==> src/rtl/lc3_mem_ctrl.sv <==
// LC-3 memory stage: RAM sequencer with wait states plus KBSR/KBDR/DSR/DDR device page.
// Latency accept->rdy: RAM read W+3, RAM write W+2, device 1; the core holds req_valid until rdy.
module lc3_mem_ctrl #(
    parameter int          ADDR_W      = 16,
    parameter int          WAIT_CYCLES = 2,
    parameter logic [15:0] MMIO_BASE   = 16'hFE00
) (
    input  logic              clk,
    input  logic              rst,
    input  logic              req_valid,
    input  logic              req_we,
    input  logic [15:0]       req_addr,
    input  logic [15:0]       req_wdata,
    output logic              rdy,
    output logic [15:0]       rdata,
    output logic              ram_en,
    output logic              ram_we,
    output logic [ADDR_W-1:0] ram_addr,
    output logic [15:0]       ram_wdata,
    input  logic [15:0]       ram_rdata,
    input  logic              kb_valid,
    input  logic [7:0]        kb_data,
    output logic              dsp_valid,
    output logic [7:0]        dsp_data,
    input  logic              dsp_ready
);

    localparam int CNT_W = (WAIT_CYCLES < 2) ? 1 : $clog2(WAIT_CYCLES + 1);
    localparam logic [CNT_W-1:0] WAIT_LOAD = CNT_W'(WAIT_CYCLES);

    typedef enum logic [2:0] {
        S_IDLE    = 3'd0,
        S_WAIT    = 3'd1,
        S_ACCESS  = 3'd2,
        S_CAPTURE = 3'd3,
        S_DONE    = 3'd4
    } state_t;

    state_t             state_q, state_d;
    logic [CNT_W-1:0]   cnt_q, cnt_d;
    logic               we_l_q, we_l_d;
    logic               rdy_q, rdy_d;
    logic [15:0]        rdata_q, rdata_d;
    logic               ram_en_q, ram_en_d;
    logic               ram_we_q, ram_we_d;
    logic [ADDR_W-1:0]  ram_addr_q, ram_addr_d;
    logic [15:0]        ram_wdata_q, ram_wdata_d;
    logic               kb_ready_q, kb_ready_d;
    logic               kb_ovr_q, kb_ovr_d;
    logic [7:0]         kbdr_q, kbdr_d;
    logic               dsp_valid_q, dsp_valid_d;
    logic [7:0]         dsp_data_q, dsp_data_d;

    logic               is_dev;
    logic [15:0]        dev_off;
    logic               mmio;
    logic               kbdr_rd;
    logic               ddr_wr;
    logic [15:0]        mmio_rdata;

    assign is_dev  = (req_addr >= MMIO_BASE);
    assign dev_off = req_addr - MMIO_BASE;
    assign mmio    = (state_q == S_IDLE) && req_valid && is_dev;
    assign kbdr_rd = mmio && !req_we && (dev_off == 16'd2);
    assign ddr_wr  = mmio && req_we && (dev_off == 16'd6);

    always_comb begin
        mmio_rdata = 16'h0000;
        case (dev_off)
            16'd0:   mmio_rdata = {kb_ready_q, kb_ovr_q, 14'b0};
            16'd2:   mmio_rdata = {8'b0, kbdr_q};
            16'd4:   mmio_rdata = {~dsp_valid_q, 15'b0};
            default: mmio_rdata = 16'h0000;
        endcase
    end

    always_comb begin
        state_d     = state_q;
        cnt_d       = cnt_q;
        we_l_d      = we_l_q;
        rdy_d       = 1'b0;
        rdata_d     = rdata_q;
        ram_en_d    = 1'b0;
        ram_we_d    = 1'b0;
        ram_addr_d  = ram_addr_q;
        ram_wdata_d = ram_wdata_q;

        case (state_q)
            S_IDLE: begin
                if (req_valid) begin
                    if (is_dev) begin
                        state_d = S_DONE;
                        rdy_d   = 1'b1;
                        if (!req_we) begin
                            rdata_d = mmio_rdata;
                        end
                    end else begin
                        we_l_d      = req_we;
                        ram_addr_d  = req_addr[ADDR_W-1:0];
                        ram_wdata_d = req_wdata;
                        if (WAIT_CYCLES == 0) begin
                            state_d  = S_ACCESS;
                            ram_en_d = 1'b1;
                            ram_we_d = req_we;
                        end else begin
                            state_d = S_WAIT;
                            cnt_d   = WAIT_LOAD;
                        end
                    end
                end
            end
            S_WAIT: begin
                // Counter holds the wait cycles still owed including this one.
                if (cnt_q <= CNT_W'(1)) begin
                    state_d  = S_ACCESS;
                    ram_en_d = 1'b1;
                    ram_we_d = we_l_q;
                end else begin
                    cnt_d = cnt_q - CNT_W'(1);
                end
            end
            S_ACCESS: begin
                state_d = we_l_q ? S_DONE : S_CAPTURE;
                rdy_d   = we_l_q;
            end
            S_CAPTURE: begin
                rdata_d = ram_rdata;
                state_d = S_DONE;
                rdy_d   = 1'b1;
            end
            S_DONE: begin
                state_d = S_IDLE;
            end
            default: begin
                state_d = S_IDLE;
            end
        endcase
    end

    // A KBDR read on the same edge as a new key frees the buffer, so the key is taken.
    always_comb begin
        kb_ready_d = kb_ready_q;
        kb_ovr_d   = kb_ovr_q;
        kbdr_d     = kbdr_q;
        if (kbdr_rd) begin
            kb_ready_d = 1'b0;
            kb_ovr_d   = 1'b0;
        end
        if (kb_valid) begin
            if (kbdr_rd || !kb_ready_q) begin
                kbdr_d     = kb_data;
                kb_ready_d = 1'b1;
            end else begin
                kb_ovr_d = 1'b1;
            end
        end
    end

    always_comb begin
        dsp_valid_d = dsp_valid_q;
        dsp_data_d  = dsp_data_q;
        if (dsp_valid_q && dsp_ready) begin
            dsp_valid_d = 1'b0;
        end
        if (ddr_wr && (!dsp_valid_q || dsp_ready)) begin
            dsp_valid_d = 1'b1;
            dsp_data_d  = req_wdata[7:0];
        end
    end

    always_ff @(posedge clk) begin
        if (rst) begin
            state_q     <= S_IDLE;
            cnt_q       <= '0;
            we_l_q      <= 1'b0;
            rdy_q       <= 1'b0;
            rdata_q     <= 16'h0000;
            ram_en_q    <= 1'b0;
            ram_we_q    <= 1'b0;
            ram_addr_q  <= '0;
            ram_wdata_q <= 16'h0000;
            kb_ready_q  <= 1'b0;
            kb_ovr_q    <= 1'b0;
            kbdr_q      <= 8'h00;
            dsp_valid_q <= 1'b0;
            dsp_data_q  <= 8'h00;
        end else begin
            state_q     <= state_d;
            cnt_q       <= cnt_d;
            we_l_q      <= we_l_d;
            rdy_q       <= rdy_d;
            rdata_q     <= rdata_d;
            ram_en_q    <= ram_en_d;
            ram_we_q    <= ram_we_d;
            ram_addr_q  <= ram_addr_d;
            ram_wdata_q <= ram_wdata_d;
            kb_ready_q  <= kb_ready_d;
            kb_ovr_q    <= kb_ovr_d;
            kbdr_q      <= kbdr_d;
            dsp_valid_q <= dsp_valid_d;
            dsp_data_q  <= dsp_data_d;
        end
    end

    assign rdy       = rdy_q;
    assign rdata     = rdata_q;
    assign ram_en    = ram_en_q;
    assign ram_we    = ram_we_q;
    assign ram_addr  = ram_addr_q;
    assign ram_wdata = ram_wdata_q;
    assign dsp_valid = dsp_valid_q;
    assign dsp_data  = dsp_data_q;

endmodule

==> config.mk <==
export PLATFORM = sky130hd
export DESIGN_NAME = lc3_mem_ctrl
export DESIGN_NICKNAME = d
export VERILOG_FILES = /design/src/rtl/lc3_mem_ctrl.sv
export SDC_FILE = /design/constraint.sdc
export NUM_CORES = 1
export LEC_CHECK = 0
export ABC_AREA = 1
export CORE_AREA = 2 2 114 72
export DETAILED_ROUTE_END_ITERATION = 12
export DIE_AREA = 0 0 116 74
export PLACE_DENSITY = 0.77
export SLEW_MARGIN = 20
export SYNTH_ARGS = -nofsm -noshare
export SYNTH_HDL_FRONTEND = slang
export SYNTH_SLANG_ARGS = --single-unit
==> constraint.sdc <==
create_clock -name clk -period 2.3 [get_ports clk]
set_input_delay 0.46 -clock clk [delete_from_list [all_inputs] [get_ports clk]]
set_output_delay 0.46 -clock clk [all_outputs]
set_load 0.005 [all_outputs]
; ---- Word-level counts from Yosys, hierarchy flattened
; Index checks and enable logic that the tools add are counted.
[word_totals]
word_cells = 85
output_inout_bits = 60
ff_bits = 76
input_bits = 62
[op_classes]
eq_ne = 12
n_reduce_logical = 25
addsub = 2
n_lt_le_gt_ge = 2
n_mux = 26
n_bitwise = 4
[op_table]
columns = op, n
row1 = $mux 16, 3
row2 = $pmux 16 s3, 1
row3 = $eq 16x3->1 const B, 2
row4 = $pmux 16 s2, 1
row5 = $eq 16x2->1 const B, 1
row6 = $ge 16x16->1 const B, 1
row7 = $logic_not 16->1, 1
row8 = $sub 16x16->16 const B, 1
row9 = $mux 3, 4
row10 = $ne 2x2->1 const B, 6
row11 = $pmux 3 s4, 1
row12 = $mux 1, 11
row13 = $logic_and 1x1->1, 8
row14 = $reduce_and 4->1, 2
row15 = $eq 3x2->1 const B, 2
row16 = $mux 2, 3
row17 = $reduce_bool 2->1, 3
row18 = $not 1->1, 4
row19 = $pmux 2 s2, 1
row20 = $reduce_and 2->1, 2
row21 = $eq 3x1->1 const B, 1
row22 = $logic_not 1->1, 3
row23 = $logic_not 3->1, 1
row24 = $pmux 1 s3, 1
row25 = 6 further kinds, 7

; ---- Longest topological paths before layout
; Gate-level depths: netlist (run 1).
[depth]
word_depth = 8
mapped_depth = 11
depth_no_buf = 11

; ---- Least setup slack after synthesis (run 1)
; OpenSTA, ideal clock, no wires.
[synth_path]
kind = input -> register
start = in req_addr[9]
end = reg dsp_data_q[6], in the netlist dsp_data[6]
arrival_time_ns = 1.645
stages = 8
setup_ns = 0.144
required_time_ns = 2.156
path_slack_ns = 0.511
path_buffers = 1
path_cell_list = ha_1 > nor3_1 > nand3b_1 > nor2_4 > nand4_4 > buf_6 > nor2_1 > a211oi_2
[synth_between]
elab_chain_cells = 5
word_cells_on_any_way = 7
classes_between = add/sub: 1 / order compare: 1 / eq/ne: 1 / reduce/logical: 4
[synth_rtl]
columns = item, line
row1 = from (decl), 12  ; input logic [15:0] req_addr,
row2 = branches (longest 3 deep; another with $sub 16x16->16), --
row3 = $logic_and 1x1->1 (*), 65  ; assign ddr_wr = mmio && req_we && (dev_off == 16'd6);
row4 = $logic_and 1x1->1 (*), 165  ; if (ddr_wr && (!dsp_valid_q || dsp_ready)) begin
row5 = to (signal assigned), 201  ; dsp_data_q <= dsp_data_d;
row6 = to (decl), 52  ; logic [7:0] dsp_data_q, dsp_data_d;
; Mark *: on every way between the ends.
; A chain may end at the register's enable or synchronous reset.

; ---- Worst setup path after layout (run 1)
[layout_path]
start = in req_addr[10]
end = reg kbdr_q[6]
[layout_between]
elab_chain_cells = 6
word_cells_on_any_way = 8
classes_between = add/sub: 1 / order compare: 1 / eq/ne: 1 / reduce/logical: 5
[layout_rtl]
columns = item, line
row1 = branches (longest 3 deep; another with $sub 16x16->16), --
row2 = $logic_and 1x1->1 (*), 64  ; assign kbdr_rd = mmio && !req_we && (dev_off == 16'd2);
row3 = $logic_or 1x1->1 (*), 150  ; if (kbdr_rd || !kb_ready_q) begin
row4 = $reduce_and 2->1 (no line) (*), --
row5 = to (signal assigned), 199  ; kbdr_q <= kbdr_d;
row6 = to (decl), 50  ; logic [7:0] kbdr_q, kbdr_d;
; Marked as above.

==> results of run 1 <==
-- metrics by stage --
stage | hold WS (ns) | instances | utilization | total power, mW | setup TNS, ns
after floorplan | 0.442 | 423 | - | 2.03 | 0
after global placement | 0.449 | 651 | 0.613 | 2.54 | -1.12
after detailed placement | 0.456 | 651 | 0.613 | 2.57 | -4.20
after CTS | 0.465 | 667 | 0.652 | 3.97 | 0
after global routing | 0.477 | 667 | 0.652 | 4.15 | 0
final | 0.462 | 667 | 0.652 | 3.93 | 0
-- cell type report --
| cell class | count | area, µm² |
|---|---|---|
| clock buffer | 11 | 233 |
| timing repair buffer | 140 | 1390 |
| clock inverter | 5 | 61.3 |
| multi-input combinational | 297 | 1490 |
| sequential | 76 | 1520 |
| fill | 674 | 2630 |
| inverter | 30 | 113 |
| tap | 108 | 135 |
-- Yosys cell counts (all sizes together) --
master and instances:
nor2 100, dfxtp 76, nand2 75, a21oi 38
o21ai 34, inv 30, nand3 23, buf 10
clkbuf 10, a211oi 9, nor3 6, nand4 3
ha 2, o21bai 2, and2 1, nand3b 1
nor4 1, o31ai 1, or3 1
-- power by group through the flow --
| stage | Combinational, mW | Sequential [mW] | Clock, mW |
|---|---|---|---|
| after floorplan | 0.427 | 1.60 | 0 |
| after CTS | 0.974 | 1.58 | 1.42 |
| final | 0.966 | 1.58 | 1.39 |
| after global placement | 0.947 | 1.59 | 0 |
| after global routing | 1.07 | 1.59 | 1.48 |
| after detailed placement | 0.968 | 1.60 | 0 |
-- flip-flops by register name, summed over array words and instances (netlist names) --
register    cells
rdy             1
kb_ovr_q        1
ram_we          1
dsp_valid       1
dsp_data        8
kbdr_q          8
we_l_q          1
ram_en          1
ram_addr       16
state_q         3
kb_ready_q      1
ram_wdata      16
cnt_q           2
rdata          16
-- kinds of logic after synthesis --
logic type,Yosys count
fa+ha+maj,2
compound gates,84
flops,76
buf+inv,50
simple gates,211
-- critical path: stages --
cell             delay (ns)
clkdlybuf4s50_1        0.55
ha_1                   0.26
nor3_1                 0.20
nand3b_1               0.15
nor2_4                 0.19
nand3_2                0.12
nand2_4                0.14
nand2_2                0.13
nand2_1                0.11
a21oi_1                0.06
-- routing by layer --
metal	track usage	vias to the layer above	wire length (µm)
met3	0.0660	15	596
met1	0.274	1450	4160
met4	0.0886	0	180
met2	0.340	96	3810
met5	0	-	0
li1	-	1636	-
-- layout by cell type (no fill, tap or decap), drive strengths merged, types with 2 or more instances in the layout --
| cell type | count |
|---|---|
| a21oi | 38 |
| clkinvlp | 3 |
| clkdlybuf4s50 | 120 |
| nand2 | 75 |
| ha | 2 |
| clkbuf | 11 |
| buf | 20 |
| o21ai | 34 |
| nor3 | 6 |
| inv | 31 |
| nand4 | 3 |
| dfxtp | 76 |
| nand3 | 23 |
| a211oi | 9 |
| o21bai | 2 |
| nor2 | 100 |
-- how the worst max path moves through the flow --
stage | slack (ns) | endpoint | from
after floorplan | 0.51 | dsp_data[6]$_SDFFE_PP0P_ | req_addr[9]
after global placement | -0.07 | kbdr_q[4]$_SDFFE_PP0P_ | req_addr[10]
after detailed placement | -0.18 | kbdr_q[7]$_SDFFE_PP0P_ | req_addr[10]
after CTS | 0.15 | kbdr_q[6]$_SDFFE_PP0P_ | req_addr[10]
after global routing | 0.01 | kbdr_q[4]$_SDFFE_PP0P_ | req_addr[10]
final | 0.14 | kbdr_q[6]$_SDFFE_PP0P_ | req_addr[10]
==> results.json, run 1 <==
{
  "status": "complete, no violations",
  "path_class": "primary input to register",
  "yosys_register_bits": 76,
  "overflow": 0,
  "yosys.area.top_type_share": 0.472,
  "max_cap_violations": 0,
  "fin_area_mm2": 0.00494,
  "reg2reg_to": "ram_addr[7]$_SDFFE_PP0P_",
  "layout.nets": 618,
  "avgViaCountPerCell": 4.79,
  "fin_ws_ns": 0.138,
  "end_kind": "register",
  "cts_root_buf": "clkbuf_16",
  "grt_usage": 0.214,
  "start_util": 0.426,
  "min_to": "rdata[11]$_SDFFE_PP0P_",
  "rrSetupSlack_ns": 0.50,
  "drtIter0Drc": 150,
  "placed_area_mm2": 0.00464,
  "worstMarginPinSlew_ns": 0.971,
  "synth-compound-area-share": 0.153,
  "p_leak_nw": 1.97,
  "seq_area_frac_synth": 0.472,
  "cts_buffers": 9,
  "pre_cts_slack_ns": -0.177,
  "synthXorXnorAreaFrac": 0,
  "cp.required_ns": 2.49,
  "fp.dieW_um": 116,
  "antenna_found_initial": 0,
  "hold_buffers": 0,
  "netlist_area_mm2": 0.00322,
  "path_max_fanout": 10,
  "synth_nets": 487,
  "internal-power_mw": 2.83,
  "rr_worst_depth": 9,
  "synth_area_leader_cell": "dfxtp_1",
  "synth-simple-area-share": 0.300,
  "worstPathArrival_ns": 2.36,
  "die_area_mm2": 0.00858,
  "cts_tree": "done",
  "drc": 0,
  "drive_gt1_frac": 0.122,
  "synth_mux_area_frac": 0,
  "grt_max_degree": 43,
  "switching_share": 0.278,
  "yosysWarnings": 0,
  "cp-start-kind": "primary input",
  "clkTransAtPathRegs_ns": 0.06,
  "grt_pass1_wl_um": 14200,
  "fin_crit_ns": 2.16,
  "io_buffers": 121,
  "p_seq_frac": 0.401,
  "n_antenna_cell": 0,
  "pwr-share-comb": 0.246,
  "cts_setup_buffers": 0,
  "synthCells": 423,
  "rows": 25,
  "insertion_delay_ns": 0.33,
  "core_area_mm2": 0.00757,
  "syn_to_final_growth_pct": 53.1,
  "via_count": 3197,
  "clock-sinks": 76,
  "period_share": 0.940,
  "rsz0062_at_grt": "no",
  "dp_hpwl_um": 6420,
  "grt_pass1_vias": 3065,
  "syn-mean-instance-area_um2": 7.62,
  "hold_class": "register to register",
  "wl_per_cell_um": 13.1,
  "p_sw_mw": 1.09,
  "maxSlewViolCount": 0,
  "clk_path_buf_depth": 2,
  "ioPinCount": 122,
  "die_y_um": 74,
  "post_cts_resize_count": 0,
  "skew_ns": 0.00753,
  "h-tree-depth": 3,
  "synth.area.top_cells": "dfxtp_1, nor2_1, nand2_1",
  "place.gp.congestion": 0.874,
  "wl_um": 8750,
  "min_path_cells": 2,
  "synth_top_family_by_area": "simple AND/OR/NAND/NOR gates",
  "max_freq_ghz": 0.463,
  "peakVddDrop_mv": 0.378,
  "maxSlewHeadroom": 0.352,
  "hp-start": "rdata[11]$_SDFFE_PP0P_",
  "ant_nets": 0,
  "firstDrtPassIters": 4,
  "setup-violations-final": 0,
  "power_frac_clock": 0.353,
  "yosysUniqueCellTypes": 33,
  "hold_violations": 0,
  "synth-adder-area-share": 0.00776,
  "r2r_start": "state_q[2]$_SDFFE_PP0P_",
  "powerDensity_mw_per_mm2": 796
}
Note: power is estimated with default switching activity, not from simulation.
==> inputs of run 2 (changes only) <==
--- a/config.mk
+++ b/config.mk
@@ -8,6 +8,6 @@
 export ABC_AREA = 1
-export CORE_AREA = 2 2 114 72
+export CORE_AREA = 2 2 89 91
 export DETAILED_ROUTE_END_ITERATION = 12
-export DIE_AREA = 0 0 116 74
-export PLACE_DENSITY = 0.77
+export DIE_AREA = 0 0 91 93
+export PLACE_DENSITY = 0.78
 export SLEW_MARGIN = 20
--- a/constraint.sdc
+++ b/constraint.sdc
@@ -3,2 +3,2 @@
 set_output_delay 0.46 -clock clk [all_outputs]
-set_load 0.005 [all_outputs]
+set_load 0.02 [all_outputs]
==> run 2 against run 1 <==
Wire length shrank 3.7%. Worst setup slack gained 0.094 ns. Clock skew grew 0.0041 ns. Fmax grew 4.5%. Combinational power grew 13%. Clock power shrank 38%. Worst hold slack lost 0.068 ns. Via count shrank 0.81%.
==> results.json, run 2 (synthesized netlist as in run 1, its figures left out) <==
{
  "switching_share": 0.325,
  "p_seq_frac": 0.445,
  "p_leak_nw": 1.92,
  "core_area_mm2": 0.00753,
  "p_sw_mw": 1.15,
  "via_count": 3171,
  "fp.dieW_um": 91,
  "hold_buffers": 0,
  "end_kind": "register",
  "path_max_fanout": 10,
  "rows": 32,
  "avgViaCountPerCell": 4.83,
  "fin_tns_setup_ns": 0,
  "pwr-share-comb": 0.309,
  "worstMarginPinSlew_ns": 0.934,
  "fin_crit_ns": 2.07,
  "place.gp.congestion": 0.805,
  "path_class": "primary input to register",
  "clkTransAtPathRegs_ns": 0.07,
  "maxSlewHeadroom": 0.376,
  "period_share": 0.899,
  "insertion_delay_ns": 0.34,
  "placed_area_mm2": 0.00462,
  "max_cap_violations": 0,
  "maxSlewViolCount": 0,
  "clk_path_buf_depth": 2,
  "skew_ns": 0.0116,
  "h-tree-depth": 3,
  "syn_to_final_growth_pct": 48.1,
  "rr_worst_depth": 8,
  "start_util": 0.428,
  "final_cell_mix": "clkdlybuf4s50_1, nor2_1, dfxtp_1, nand2_1, a21oi_1",
  "fin_area_mm2": 0.00478,
  "internal-power_mw": 2.38,
  "cts_tree": "done",
  "overflow": 0,
  "clock-sinks": 76,
  "ant_nets": 0,
  "drtIter0Drc": 119,
  "power_frac_clock": 0.245,
  "grt_pass1_vias": 3013,
  "die_area_mm2": 0.00846,
  "powerDensity_mw_per_mm2": 738,
  "max_freq_ghz": 0.484,
  "grt_max_degree": 34,
  "io_buffers": 121,
  "drive_gt1_frac": 0.117,
  "layout.nets": 616,
  "min_path_cells": 2,
  "rsz0062_at_grt": "no",
  "drc": 0,
  "cp-start-kind": "primary input",
  "cts_root_buf": "clkbuf_8",
  "n_antenna_cell": 0,
  "cp.required_ns": 2.52,
  "fin_util": 0.634,
  "die_y_um": 93,
  "firstDrtPassIters": 4,
  "ioPinCount": 122,
  "cts_setup_buffers": 0,
  "post_cts_resize_count": 0,
  "fillers": 687,
  "peakVddDrop_mv": 0.470,
  "wl_per_cell_um": 12.8,
  "grt_usage": 0.202,
  "hold_class": "primary input to register",
  "layout_commonest_cell": "clkdlybuf4s50_1",
  "setup-violations-final": 0,
  "cts_buffers": 9,
  "wl_um": 8420,
  "status": "complete, no violations",
  "worstPathArrival_ns": 2.29,
  "hold_violations": 0,
  "antenna_found_initial": 0,
  "dp_hpwl_um": 6110,
  "grt_pass1_wl_um": 13900
}
## run 2: changes by cell type in the layout (fill, tap and decap cells not counted)
cell,before,now
clkbuf_16,9,0
clkbuf_1,2,1
clkinv_2,0,3
bufinv_16,1,0
buf_4,16,14
inv_6,1,0
clkinvlp_4,3,0
clkbuf_8,0,10
## run 2: critical path: stages
cell,delay (ns)
clkdlybuf4s50_1,0.46
ha_1,0.31
nor3_1,0.20
nand3b_1,0.14
nor2_4,0.18
nand3_2,0.12
nand2_4,0.14
nand2_2,0.13
nand2_1,0.10
a21oi_1,0.06
## run 2: layout make-up
class | instances | area [µm²] | area share
Tap cell | 102 | 128 | 0.0267
Clock buffer | 11 | 141 | 0.0296
Inverter | 30 | 113 | 0.0236
Multi-Input combinational cell | 297 | 1490 | 0.311
Sequential cell | 76 | 1520 | 0.319
Clock inverter | 3 | 15.0 | 0.00314
Timing Repair Buffer | 138 | 1370 | 0.287
## run 2: path summary, 6_finish.rpt
path	start	endpoint	slack, ns
hold reg to reg	dsp_data[3]$_SDFFE_PP0P_	dsp_data[3]$_SDFFE_PP0P_	0.47
setup reg to reg	state_q[2]$_SDFFE_PP0P_	rdata[15]$_SDFFE_PP0P_	0.53
hold / removal	rst	rdata[11]$_SDFFE_PP0P_	0.39
setup / recovery	req_addr[9]	kbdr_q[4]$_SDFFE_PP0P_	0.23
## run 2: power by group through the flow
stage	registers, mW	clock network [mW]	logic, mW
after floorplan	1.75	0	0.427
after global placement	1.59	0	1.08
after detailed placement	1.60	0	1.09
after CTS	1.57	0.888	1.10
after global routing	1.59	0.943	1.19
final	1.57	0.865	1.09
## run 2: metal layers
layer | track usage | up-vias | share of wire
met5 | 0 | - | 0
met4 | 0.0909 | 0 | 0.023
met3 | 0.0540 | 14 | 0.057
met2 | 0.333 | 79 | 0.48
met1 | 0.247 | 1453 | 0.44
li1 | - | 1625 | -
## run 2: through the flow
stage	setup slack [ns]	total power, mW	hold WS [ns]	std cells
global route	0.0613	3.73	0.393	657
detailed placement	-0.116	2.69	0.453	643
CTS	0.232	3.56	0.374	657
floorplan	0.511	2.17	0.442	423
finish	0.232	3.53	0.394	657
global placement	-0.0268	2.67	0.452	643
